==> src/rtl/ps2_receptor_pkg.sv <==
// Shared PS/2 framing constants, FSM state encoding and frame validation helper.
package ps2_receptor_pkg;

    localparam int PS2_FRAME_BITS = 11;
    localparam int PS2_DATA_BITS  = 8;

    // Scan-code prefixes, shared with the downstream break/extended detector.
    localparam logic [7:0] BREAK_CODE = 8'hF0;
    localparam logic [7:0] EXT_CODE   = 8'hE0;

    typedef enum logic [1:0] {
        ST_IDLE = 2'b00,
        ST_DPS  = 2'b01,
        ST_LOAD = 2'b10
    } ps2_state_t;

    // b holds {stop, parity, data[7:0]}; odd parity means data^parity is 1.
    function automatic logic frame_ok(input logic [PS2_FRAME_BITS-2:0] b);
        return (^b[PS2_DATA_BITS:0]) && b[PS2_DATA_BITS+1];
    endfunction

endpackage

==> src/rtl/ps2_filtro_flanco.sv <==
// PS/2 line conditioning: two-FF synchronisers on clock and data, a
// FILTER_LEN-sample glitch filter on the clock and a falling-edge tick.
// Also used by the mouse path.
module ps2_filtro_flanco
    import ps2_receptor_pkg::*;
#(
    parameter int FILTER_LEN = 8
) (
    input  logic clk,
    input  logic reset,
    input  logic ps2c,
    input  logic ps2d,
    output logic ps2d_s,
    output logic fall_tick
);

    logic [1:0]            r_c_sync;
    logic [1:0]            r_d_sync;
    logic [FILTER_LEN-1:0] r_hist;
    logic                  r_filt;
    logic                  r_filt_d;

    // Synchronise both lines, shift the clock history and update the filtered level.
    always_ff @(posedge clk) begin
        if (reset) begin
            r_c_sync <= 2'b11;
            r_d_sync <= 2'b11;
            r_hist   <= '1;
            r_filt   <= 1'b1;
            r_filt_d <= 1'b1;
        end else begin
            r_c_sync <= {r_c_sync[0], ps2c};
            r_d_sync <= {r_d_sync[0], ps2d};
            r_hist   <= {r_hist[FILTER_LEN-2:0], r_c_sync[1]};
            // A level change needs a full window of agreeing samples.
            if (&r_hist) begin
                r_filt <= 1'b1;
            end else if (~|r_hist) begin
                r_filt <= 1'b0;
            end
            r_filt_d <= r_filt;
        end
    end

    assign ps2d_s    = r_d_sync[1];
    assign fall_tick = r_filt_d & ~r_filt;

endmodule

==> src/rtl/ps2_receptor.sv <==
// PS/2 frame receiver: deframes start/8 data/odd parity/stop on filtered
// clock falling edges, validates the frame and presents the scan code.
module ps2_receptor
    import ps2_receptor_pkg::*;
#(
    parameter int FILTER_LEN = 8,
    parameter int TIMEOUT    = 100000
) (
    input  logic       clk,
    input  logic       reset,
    input  logic       ps2c,
    input  logic       ps2d,
    input  logic       rx_en,
    output logic [7:0] datos,
    output logic       rx_done_tick,
    output logic       frame_err,
    output logic       busy
);

    localparam int                 WD_W    = $clog2(TIMEOUT);
    localparam logic [WD_W-1:0]    WD_LAST = WD_W'(TIMEOUT - 1);
    localparam int                 B_W     = PS2_FRAME_BITS - 1;
    localparam logic [3:0]         N_FIRST = 4'(PS2_FRAME_BITS - 2);

    logic            w_ps2d_s;
    logic            w_fall_tick;
    logic [B_W-1:0]  w_b_next;

    ps2_state_t      r_state;
    logic [3:0]      r_n;
    logic [WD_W-1:0] r_wd;
    logic [B_W-1:0]  r_b;
    logic [7:0]      r_datos;
    logic            r_done;
    logic            r_err;
    logic            r_busy;

    ps2_filtro_flanco #(
        .FILTER_LEN (FILTER_LEN)
    ) u_filtro (
        .clk       (clk),
        .reset     (reset),
        .ps2c      (ps2c),
        .ps2d      (ps2d),
        .ps2d_s    (w_ps2d_s),
        .fall_tick (w_fall_tick)
    );

    // Bits arrive LSB first, so each new bit enters at the top and shifts down.
    assign w_b_next = {w_ps2d_s, r_b[B_W-1:1]};

    // Frame FSM with watchdog; the result pulses are registered so that they
    // are high exactly during the load cycle (or the cycle after a timeout).
    always_ff @(posedge clk) begin
        if (reset) begin
            r_state <= ST_IDLE;
            r_n     <= '0;
            r_wd    <= '0;
            r_b     <= '0;
            r_datos <= 8'h00;
            r_done  <= 1'b0;
            r_err   <= 1'b0;
            r_busy  <= 1'b0;
        end else begin
            r_done <= 1'b0;
            r_err  <= 1'b0;
            case (r_state)
                ST_IDLE: begin
                    r_wd <= '0;
                    // rx_en only qualifies the start bit; a high data line is not a start.
                    if (w_fall_tick && rx_en && !w_ps2d_s) begin
                        r_state <= ST_DPS;
                        r_n     <= N_FIRST;
                        r_busy  <= 1'b1;
                    end
                end
                ST_DPS: begin
                    if (w_fall_tick) begin
                        r_b  <= w_b_next;
                        r_wd <= '0;
                        if (r_n == 4'd0) begin
                            // Stop bit just arrived: decide now so datos and the
                            // pulse appear together while in load.
                            r_state <= ST_LOAD;
                            if (frame_ok(w_b_next)) begin
                                r_datos <= w_b_next[7:0];
                                r_done  <= 1'b1;
                            end else begin
                                r_err <= 1'b1;
                            end
                        end else begin
                            r_n <= r_n - 4'd1;
                        end
                    end else if (r_wd == WD_LAST) begin
                        // Line went quiet mid-frame: abandon it.
                        r_state <= ST_IDLE;
                        r_err   <= 1'b1;
                        r_busy  <= 1'b0;
                        r_wd    <= '0;
                    end else begin
                        r_wd <= r_wd + 1'b1;
                    end
                end
                ST_LOAD: begin
                    r_state <= ST_IDLE;
                    r_busy  <= 1'b0;
                end
                default: begin
                    r_state <= ST_IDLE;
                    r_busy  <= 1'b0;
                end
            endcase
        end
    end

    assign datos        = r_datos;
    assign rx_done_tick = r_done;
    assign frame_err    = r_err;
    assign busy         = r_busy;

endmodule
==> config.mk <==
export PLATFORM = sky130hd
export DESIGN_NAME = ps2_receptor
export DESIGN_NICKNAME = d
export VERILOG_FILES = /design/src/rtl/ps2_receptor_pkg.sv /design/src/rtl/ps2_filtro_flanco.sv /design/src/rtl/ps2_receptor.sv
export SDC_FILE = /design/constraint.sdc
export NUM_CORES = 1
export LEC_CHECK = 0
export ABC_AREA = 1
export ABC_CLOCK_PERIOD_IN_PS = 2200
export BUFFER_PORTS_ARGS = -buffer_cell sky130_fd_sc_hd__buf_2
export CAP_MARGIN = 20
export CORE_MARGIN = 5
export CORE_UTILIZATION = 45
export DETAILED_ROUTE_END_ITERATION = 8
export REMOVE_ABC_BUFFERS = 1
export SYNTH_ARGS = -nofsm -noshare
export SYNTH_HDL_FRONTEND = slang
export SYNTH_SLANG_ARGS = --single-unit
==> constraint.sdc <==
create_clock -name clk -period 2.2 [get_ports clk]
set_input_delay 0.33 -clock clk [delete_from_list [all_inputs] [get_ports clk]]
set_output_delay 0.33 -clock clk [all_outputs]
set_load 0.03 [all_outputs]
---- After elaboration in Yosys (flattened, before gate mapping) ----
Index checks and enable logic that the tools add are counted.
storage, ports and cells
  bits in registers ....................... 58
  input bits .............................. 5
  word-level logic and storage cells ...... 68
  output and inout port bits .............. 11
cells by class
  $add $sub $neg .......................... 2
  equality and inequality tests ........... 9
  bitwise operators ....................... 5
  muxes and demuxes ....................... 21
  reductions and logical operators ........ 18
operator list
  kind                                                  number
  two-way mux 17 bit                                    2
  case mux 17 bit (2 select lines)                      1
  adder 17 x 1 -> 17 bit (second input constant)        1
  equality test 17 bit (second input constant)          1
  two-way mux 4 bit                                     3
  != test 2 bit (second input constant)                 5
  XOR reduction 9 bit                                   1
  two-way mux 1 bit                                     8
  two-way mux 2 bit                                     4
  case mux 4 bit (2 select lines)                       1
  AND reduction 4 bit                                   2
  AND reduction 8 bit                                   1
  OR reduction 8 bit                                    1
  != test 3 bit (second input constant)                 2
  AND reduction 3 bit                                   2
  zero test 4 bit                                       1
  NOT 1 bit                                             4
  case mux 2 bit (2 select lines)                       1
  OR reduction 2 bit                                    2
  OR reduction 4 bit                                    1
  subtractor 4 x 1 -> 4 bit (second input constant)     1
  logical AND 1 bit                                     3
  equality test 2 x 1 -> 1 bit (second input constant)  1
  zero test 2 bit                                       1
  5 further kinds                                       5

---- Logic depth before layout (Yosys ltp) ----
Gate-level depths: netlist (run 1).
  depth after elaboration ................. 6
  gate-level depth with buffers ........... 13

---- Cells and area by module ----
From an unflattened synthesis (run 1), not the netlist that was laid out.
unflattened totals
  cell total of the unflattened synthesis .. 344
  area, all modules ....................... 2561.2 µm²
modules (own cells, without submodules)
  module             sequential area each (µm²)  cells each  area an instance (µm²)  instances
  ps2_receptor       860.8                       299         2122.0                  1
  ps2_filtro_flanco  280.3                       45          439.2                   1

---- Worst setup path after synthesis (run 1) ----
No wires, ideal clock.
  path type ............................... register to register
  start point ............................. register r_wd[0]
  end point ............................... register r_wd[13]
  period minus slack after synthesis ...... 1.454 ns
  data arrival time ....................... 1.339 ns
  stages on the path, launching flop included .. 12
  library setup time ...................... 0.114 ns
  setup slack ............................. 0.746 ns
  required time ........................... 2.086 ns
  cells stage by stage .................... dfxtp_1 ha_1 nand2_1 inv_1 nand2_1 nor3_1 nand2_1 nand2_2 nor2_4 o21ai_4 buf_6 nor2_1
on the way
  cells in the longest elaborated chain, start to end .. 4
  elaborated cells between the ends (all ways) .. 5
ends and longest elaborated chain
  element                                                                line                                     source
  start: declaration                                                     ps2_receptor.sv:31                       logic [WD_W-1:0] r_wd;
  start signal: assignment                                               ps2_receptor.sv:101                      r_wd <= r_wd + 1'b1;
  adder 17 x 1 -> 17 bit / equality test 17 bit (equally long branches)  ps2_receptor.sv:101, ps2_receptor.sv:94
  two-way mux 17 bit (*)                                                 ps2_receptor.sv:94                       end else if (r_wd == WD_LAST) begin
  two-way mux 17 bit (*)                                                 ps2_receptor.sv:78                       if (w_fall_tick) begin
  case mux 17 bit (2 select lines) (*)                                   ps2_receptor.sv:67                       case (r_state)
Every way passes the cells marked *; elsewhere a longest branch is shown, timed or not.
A chain may end at the register's enable or synchronous reset.

---- Final worst setup path (run 1) ----
  start point ............................. register r_wd[0]
  end point ............................... register r_wd[4]
The elaborated chain is that of the path after synthesis.

==> metrics list, run 1 <==
* Pin count of the biggest net entering global routing: 25
- Data arrival at the endpoint of the critical path: 1930 ps
- Cells after synthesis: 355
* Multi-input logic area: 0.00117 mm2
* Root buffer selected by CTS: sky130_fd_sc_hd__clkbuf_8
- Mux share of post-synthesis cell area: 0
* Worst slack, placed: 481 ps
- For this run, the leading register cell type out of synthesis is sky130_fd_sc_hd__dfxtp_1.
* Type of destination of the critical path: flop
- Period utilisation layout: 0.782
- Antenna violations before repair: 0
- At the end of routability-driven placement, the weighted congestion stood at 0.780.
- Max cap viols: 0
- Number of library cell types mapped by synthesis: 30
* Clock transition at the register clock pins on the worst setup and hold paths after CTS: 60 ps
- Across the VDD grid, the largest voltage drop is about 0.54 mV.
- Dividing the detail-routed via count by the number of cells gives ~4.8.
- Main combinational cell family by area after synthesis: simple AND/OR/NAND/NOR gates
- Area delta synth->final: 13.4%
- The path class of the tightest hold or removal check is in -> reg.
* Final Non-Filler Cells: 452
- Leaving out fill and tap cells, the most frequent cell in the layout is sky130_fd_sc_hd__nand2_1.
* Boundary pin count: 16
* Adder-cell share of the synthesized area: 0.0146
* Clock sink count: 57
- The via count of the first global-routing pass is 1947.
- Clock tree from TritonCTS: done
- Port buffering added 15 buffers.
- Sum of overflow across all layers after global routing: 0
* Commonest cells after routing, fill and taps aside: sky130_fd_sc_hd__nand2_1 (82), sky130_fd_sc_hd__inv_1 (57), sky130_fd_sc_hd__dfxtp_1 (57)
* Chip width: 85.7 um
- PnR worst setup slack: 480 ps
- The die covers 0.00734 mm2.
* Synthesis-stage register bit count: 57
- Post-layout instance area: 0.00292 mm2
- The complex-gate fraction of the synthesized area was 0.0951.
- Fraction of layout instances using a drive strength above 1: 0.142
* Clock latency reported for the late side of the worst-skew pair: 340 ps
- Largest fanout on the critical path: 12
- The mapped netlist covers approximately 0.0026 mm2.
* Via count: 2159
- Number of nets in the finished design: around 380
* Max Clock Freq: about 580 MHz
- # DRC: 0
- Post-CTS setup buffers: 0
* Overall fraction of global-route tracks in use: 0.143
- YS warnings: 0
* Placed Cells incl. Taps: 437
- Total cell area at the placement stage: between 0.002 and 0.003 mm2
- The number of antenna diodes in the final layout is 0.
- In this run, CTS created clock tree buffers numbering 9.
- Xor and xnor area share after synthesis: 0.0306
- The clock tree synthesis step divided the H-tree into 3 levels.
- Area used by sequential logic in the layout: 0.00114 mm2
- Setup TNS: 0 ps
* Proportion of register bits with asynchronous set or reset after synthesis: 0
* Rows: 27
- Detailed router's first-iteration violation count: 68
* Average cell area after synthesis: between 7 and 8 um2
- The final count of pins violating max slew came to 0.
* Antenna-violating nets left: 0
* Count of flip-flops with a built-in enable after synthesis: 0
* Transition at the pin with the smallest max-transition slack: 542 ps
- Worst-case clock buffer depth: 2
- Status: completed
- Buffers inserted to repair hold after CTS numbered 0.
- The analysis attributes to cell leakage a power of 1.27 nW.
- Sequential-to-total area share from yosys stat: 0.443
- Post-synthesis simple-gate area fraction: 0.316
- Half-perimeter wire length of the detailed placement result: approximately 3400 um
* Detailed Route WL: around 4700 um
- For this configuration, the core starts out at a cell density of 0.465.
- Across the routed clock network, the largest skew measured is 7.51 ps.
- Setup repair after global routing left no endpoint under its margin.
* Tmin final: 1720 ps
- After floorplanning, the core was sized to cover 0.00554 mm2.
- For this run, the share of the core covered by cells in the final layout is 0.528.
- WL/cell: 10.3 um
* Slew HR: 0.638
- Worst path required time: 2410 ps
- Measured along the y axis, the die boundary spans 85.7 um.
* Length of the first detailed-routing pass in iterations: 4
- Crit path launch type: flop
- PwrDens: roughly 700 mW/mm2
* Setup violation total in the final timing report: 0
- Post-cts repair resize count: 0
- Type of the setup path with the least slack: reg -> reg
- The first global-routing pass estimated around 8300 um of wire.
- Filler cell count: roughly 560
* Final hold violations: 0
[path summary, 6_finish.rpt]
kind | end | slack [ps] | startpoint | cells past startpoint
setup / recovery | r_wd[4] | 480 | r_wd[0] | 10
hold / removal | u_filtro.r_d_sync[0] | 170 | ps2d | 2
setup reg to reg | r_wd[4] | 480 | r_wd[0] | 10
hold reg to reg | u_filtro.r_hist[0] | 410 | u_filtro.r_c_sync[1] | 1
[logic make-up (layout without fill, tap and decap cells)]
family	count (synthesis)	after routing
compound gates	43	43
xor+xnor	9	9
fa+ha+maj	3	3
buf+inv	67	92
flops	57	57
simple gates	176	176
[metal layers]
metal / share of wire / up-vias / global-route usage
met5: 0 / - / 0
met4: 0.028 / 0 / 0.0647
met3: 0.053 / 15 / 0.0605
met2: 0.46 / 42 / 0.230
met1: 0.45 / 943 / 0.165
li1: - / 1159 / -
[sequential cells by signal, indices dropped and copies added (netlist names)]
signal,count
r_wd,17
r_b,9
datos,8
u_filtro.r_hist,8
r_n,4
r_state,2
u_filtro.r_c_sync,2
u_filtro.r_d_sync,2
busy,1
frame_err,1
rx_done_tick,1
u_filtro.r_filt,1
u_filtro.r_filt_d,1
[stage by stage]
step / total power, mW / hold slack (ps)
2_1_floorplan: 1.08 / 389
3_3_place_gp: 1.10 / 392
3_5_place_dp: 1.10 / 398
4_1_cts: 2.07 / 156
5_1_grt: 2.13 / 152
6_report: 2.03 / 174
[critical path: stages (launching register included)]
cell,delay [ps]
sky130_fd_sc_hd__dfxtp_1,370
sky130_fd_sc_hd__ha_1,180
sky130_fd_sc_hd__nand2_1,50
sky130_fd_sc_hd__inv_1,100
sky130_fd_sc_hd__nand2_1,60
sky130_fd_sc_hd__nor3_1,160
sky130_fd_sc_hd__nand2_1,120
sky130_fd_sc_hd__nand2_2,120
sky130_fd_sc_hd__nor2_4,70
sky130_fd_sc_hd__o21ai_4,310
sky130_fd_sc_hd__nor2_1,70
[report_power, final]
part	switching (mW)	internal (mW)
clock	0.385	0.574
sequential	0.00160	1.04
combinational	0.0222	0.0126
[cell usage after synthesis, types with 5 or more instances]
cell type,n,area share
sky130_fd_sc_hd__nand4_1,17,0.041
sky130_fd_sc_hd__nand2_1,82,0.12
sky130_fd_sc_hd__clkbuf_1,6,0.0087
sky130_fd_sc_hd__a21oi_1,20,0.039
sky130_fd_sc_hd__dfxtp_1,57,0.44
sky130_fd_sc_hd__nor2_1,39,0.057
sky130_fd_sc_hd__o21ai_0,14,0.027
sky130_fd_sc_hd__inv_1,57,0.083
sky130_fd_sc_hd__nor3_1,6,0.012
sky130_fd_sc_hd__xor2_1,5,0.017
sky130_fd_sc_hd__nand3_1,11,0.021
sky130_fd_sc_hd__or2_2,8,0.019
[layout make-up]
type	instances	area share
clock buffers	12	0.0531
clock inverters	3	0.0137
inverters	58	0.0745
multi-input cells	231	0.402
flip-flops and latches	57	0.390
well taps	72	0.0308
repair buffers	19	0.0359
Power figures use the tool's default switching activity.
==> run 2: changes to the inputs <==
ABC_CLOCK_PERIOD_IN_PS = 1700   (was 2200)
clock period = 1.7 ns   (was 2.2 ns; I/O delays follow)
==> metrics list, run 2 (synthesized netlist as in run 1, its figures left out) <==
* Status: completed
- Worst hold margin: 115 ps
- # DRC: 0
- CTS saw 57 sinks.
- Prior to clock tree synthesis, the placed netlist has a worst setup slack of -4.28 ps.
* Vias in the first global route: between 2k and 2.5k
- Most used cell along the critical path: sky130_fd_sc_hd__nand2_2
* Area delta synth->final: 21.6%
- Crit path launch type: flop
- Tmin final: ~1600 ps
* Half-perimeter wire length of the detailed placement result: 3330 um
- Pleak: roughly 1.3 nW
- Largest fanout on the critical path: 6
- Between clock sinks in the finished design, the worst skew comes to 8.57 ps.
- Counting cells, the worst reg-to-reg path comes to 11.
* Max-slew violation total from the final report: 0
* PnR worst setup slack: 119 ps
- Initial Utilization: 0.465
* Series of cell instances along the critical path: ha_4, nand2_2, inv_2, nand2_2, nor3_2, nand2_1, nand2_2, nor2_4, o21ai_4, clkbuf_16, nor2_1
- Pin count of the biggest net entering global routing: 30
* Max FFs per register: 17
- The die covers 0.00734 mm2.
- Clock latency reported for the late side of the worst-skew pair: 320 ps
- Chip width: 85.7 um
* Sum of overflow across all layers after global routing: 0
- For hold timing, the worst endpoint is u_filtro.r_c_sync[0].
- Type of the setup path with the least slack: reg -> reg
- TritonCTS built the clock tree.
- Unrepaired setup endpoints after global routing: yes
- Endpoint of the most critical register-to-register path: r_wd[13]
* Instance count along the most critical hold path: 2
* Detailed Route WL: 5020 um
* Fraction of layout instances using a drive strength above 1: 0.219
- After the first detailed-routing iteration, the DRC count stood at 72.
- Startpoint of the tightest hold check path: ps2c
- Port Buf Inserts: 15
- In the finished design, the share of the clock period the worst path needs comes to 0.930.
- The min-delay analysis places its worst path in the category in -> reg.
- PwrDens: 793 mW/mm2
* Clock transition at the register clock pins on the worst setup and hold paths after CTS: 60 ps
* Root buffer selected by CTS: sky130_fd_sc_hd__clkbuf_8
- Rows: 27
- The largest individual stage delay along the critical path comes from the cell sky130_fd_sc_hd__dfxtp_4.
- For this design the top-level I/O count stands at 16.
* Setup violation total in the final timing report: 0
- Most common library cell in the layout ignoring fill and taps: sky130_fd_sc_hd__nand2_1
* Worst-case clock buffer depth: 2
- Antenna violations before repair: 0
- For the worst setup path, the data arrival time is 1790 ps.
- Transition at the pin with the smallest max-transition slack: 329 ps
- The total area inside the core boundary comes to 0.00554 mm2.
- On the worst path, the slowest cell contributes a delay of 370 ps.
* Max Clock Freq: 633 MHz
- In this run, CTS created clock tree buffers numbering 9.
- Global placer's final weighted congestion: 0.787
* Vertical die dimension: 85.7 um
- Slack of the worst reg-to-reg path: 120 ps
- Via count: 2209
- The repair_antennas step left the layout with diodes totalling 0.
- Number of nets in the finished design: 400
* Register containing the most flip-flops in the final layout: r_wd
- Slew HR: 0.780
- Length of the first detailed-routing pass in iterations: 4
- Worst path required time: 1910 ps
- The first global-routing pass estimated roughly 8500 um of wire.
- Final hold violations: 0
* Setup TNS: 0 ps
- The worst-case IR drop observed on VDD is 0.485 mV.
* Vias per std cell: 4.71
- Max-cap violations in this run came to 0.
* Antenna-violating nets left: 0
- Commonest cells after routing, fill and taps aside: sky130_fd_sc_hd__nand2_1 (78), sky130_fd_sc_hd__inv_1 (55), sky130_fd_sc_hd__dfxtp_1 (55)
- The worst setup path is captured at a flop.
* Overall fraction of global-route tracks in use: 0.142
* WL/cell: roughly 11 um
* Biggest registers after layout: r_wd (17), r_b (9)
- H-tree levels: 3
* Startpoint of the worst-slack reg-to-reg timing path: r_wd[0]
run 2: what timing repair did:
item                       CTS  global route
buffers inserted             1             9
setup endpoints to repair   12            21
cloned                       0             2
resized for setup            0            22
hold buffers                 0             0
hold endpoints to repair     0             0
pin swaps                    1             6
run 2: where the power goes:
| group | switching [mW] | internal, mW |
|---|---|---|
| combinational | 0.0303 | 0.0196 |
| clock | 0.493 | 0.602 |
| sequential | 0.00184 | 1.34 |
| total | 0.525 | 1.96 |
run 2: through the flow:
| stage | instance area [um2] | instances | power (mW) | util |
|---|---|---|---|---|
| after floorplan | 2530 | 346 | 1.40 | - |
| after global placement | 2770 | 441 | 1.42 | 0.500 |
| after detailed placement | 2770 | 441 | 1.42 | 0.500 |
| after CTS | 2970 | 458 | 2.54 | 0.535 |
| after global routing | 3130 | 469 | 2.60 | 0.566 |
| final | 3130 | 469 | 2.49 | 0.566 |
run 2: per-layer routing:
| metal | vias to the layer above | share of wire | global-route usage |
|---|---|---|---|
| met5 | - | 0 | 0 |
| met4 | 0 | 0.018 | 0.0504 |
| met3 | 8 | 0.040 | 0.0519 |
| met2 | 28 | 0.48 | 0.242 |
| met1 | 974 | 0.47 | 0.164 |
| li1 | 1199 | - | - |
run 2: area by class of cell:
class,instances,area [um2]
well taps,72,90.1
clock buffers,13,159
inverters,58,218
fillers,537,2410
clock inverters,3,15.0
flip-flops and latches,57,1150
multi-input cells,232,1240
repair buffers,34,268
run 2: how the worst max path moves through the flow:
stage,from,end,cells past startpoint
after floorplan,r_state[1],r_n[3],7
after global placement,r_wd[0],r_wd[13],10
after detailed placement,r_wd[0],r_wd[13],10
after CTS,r_wd[0],r_wd[0],11
after global routing,r_wd[0],r_wd[7],11
final,r_wd[0],r_wd[13],11
run 2: critical path: cells and delay by family (launching register included):
kind | cells | cell delay, ps
AOI/OAI and AO/OA | 1 | 210
buffers and inverters | 2 | 250
adders and majority gates | 1 | 140
and+or+nand+nor | 7 | 510
DFF | 1 | 370
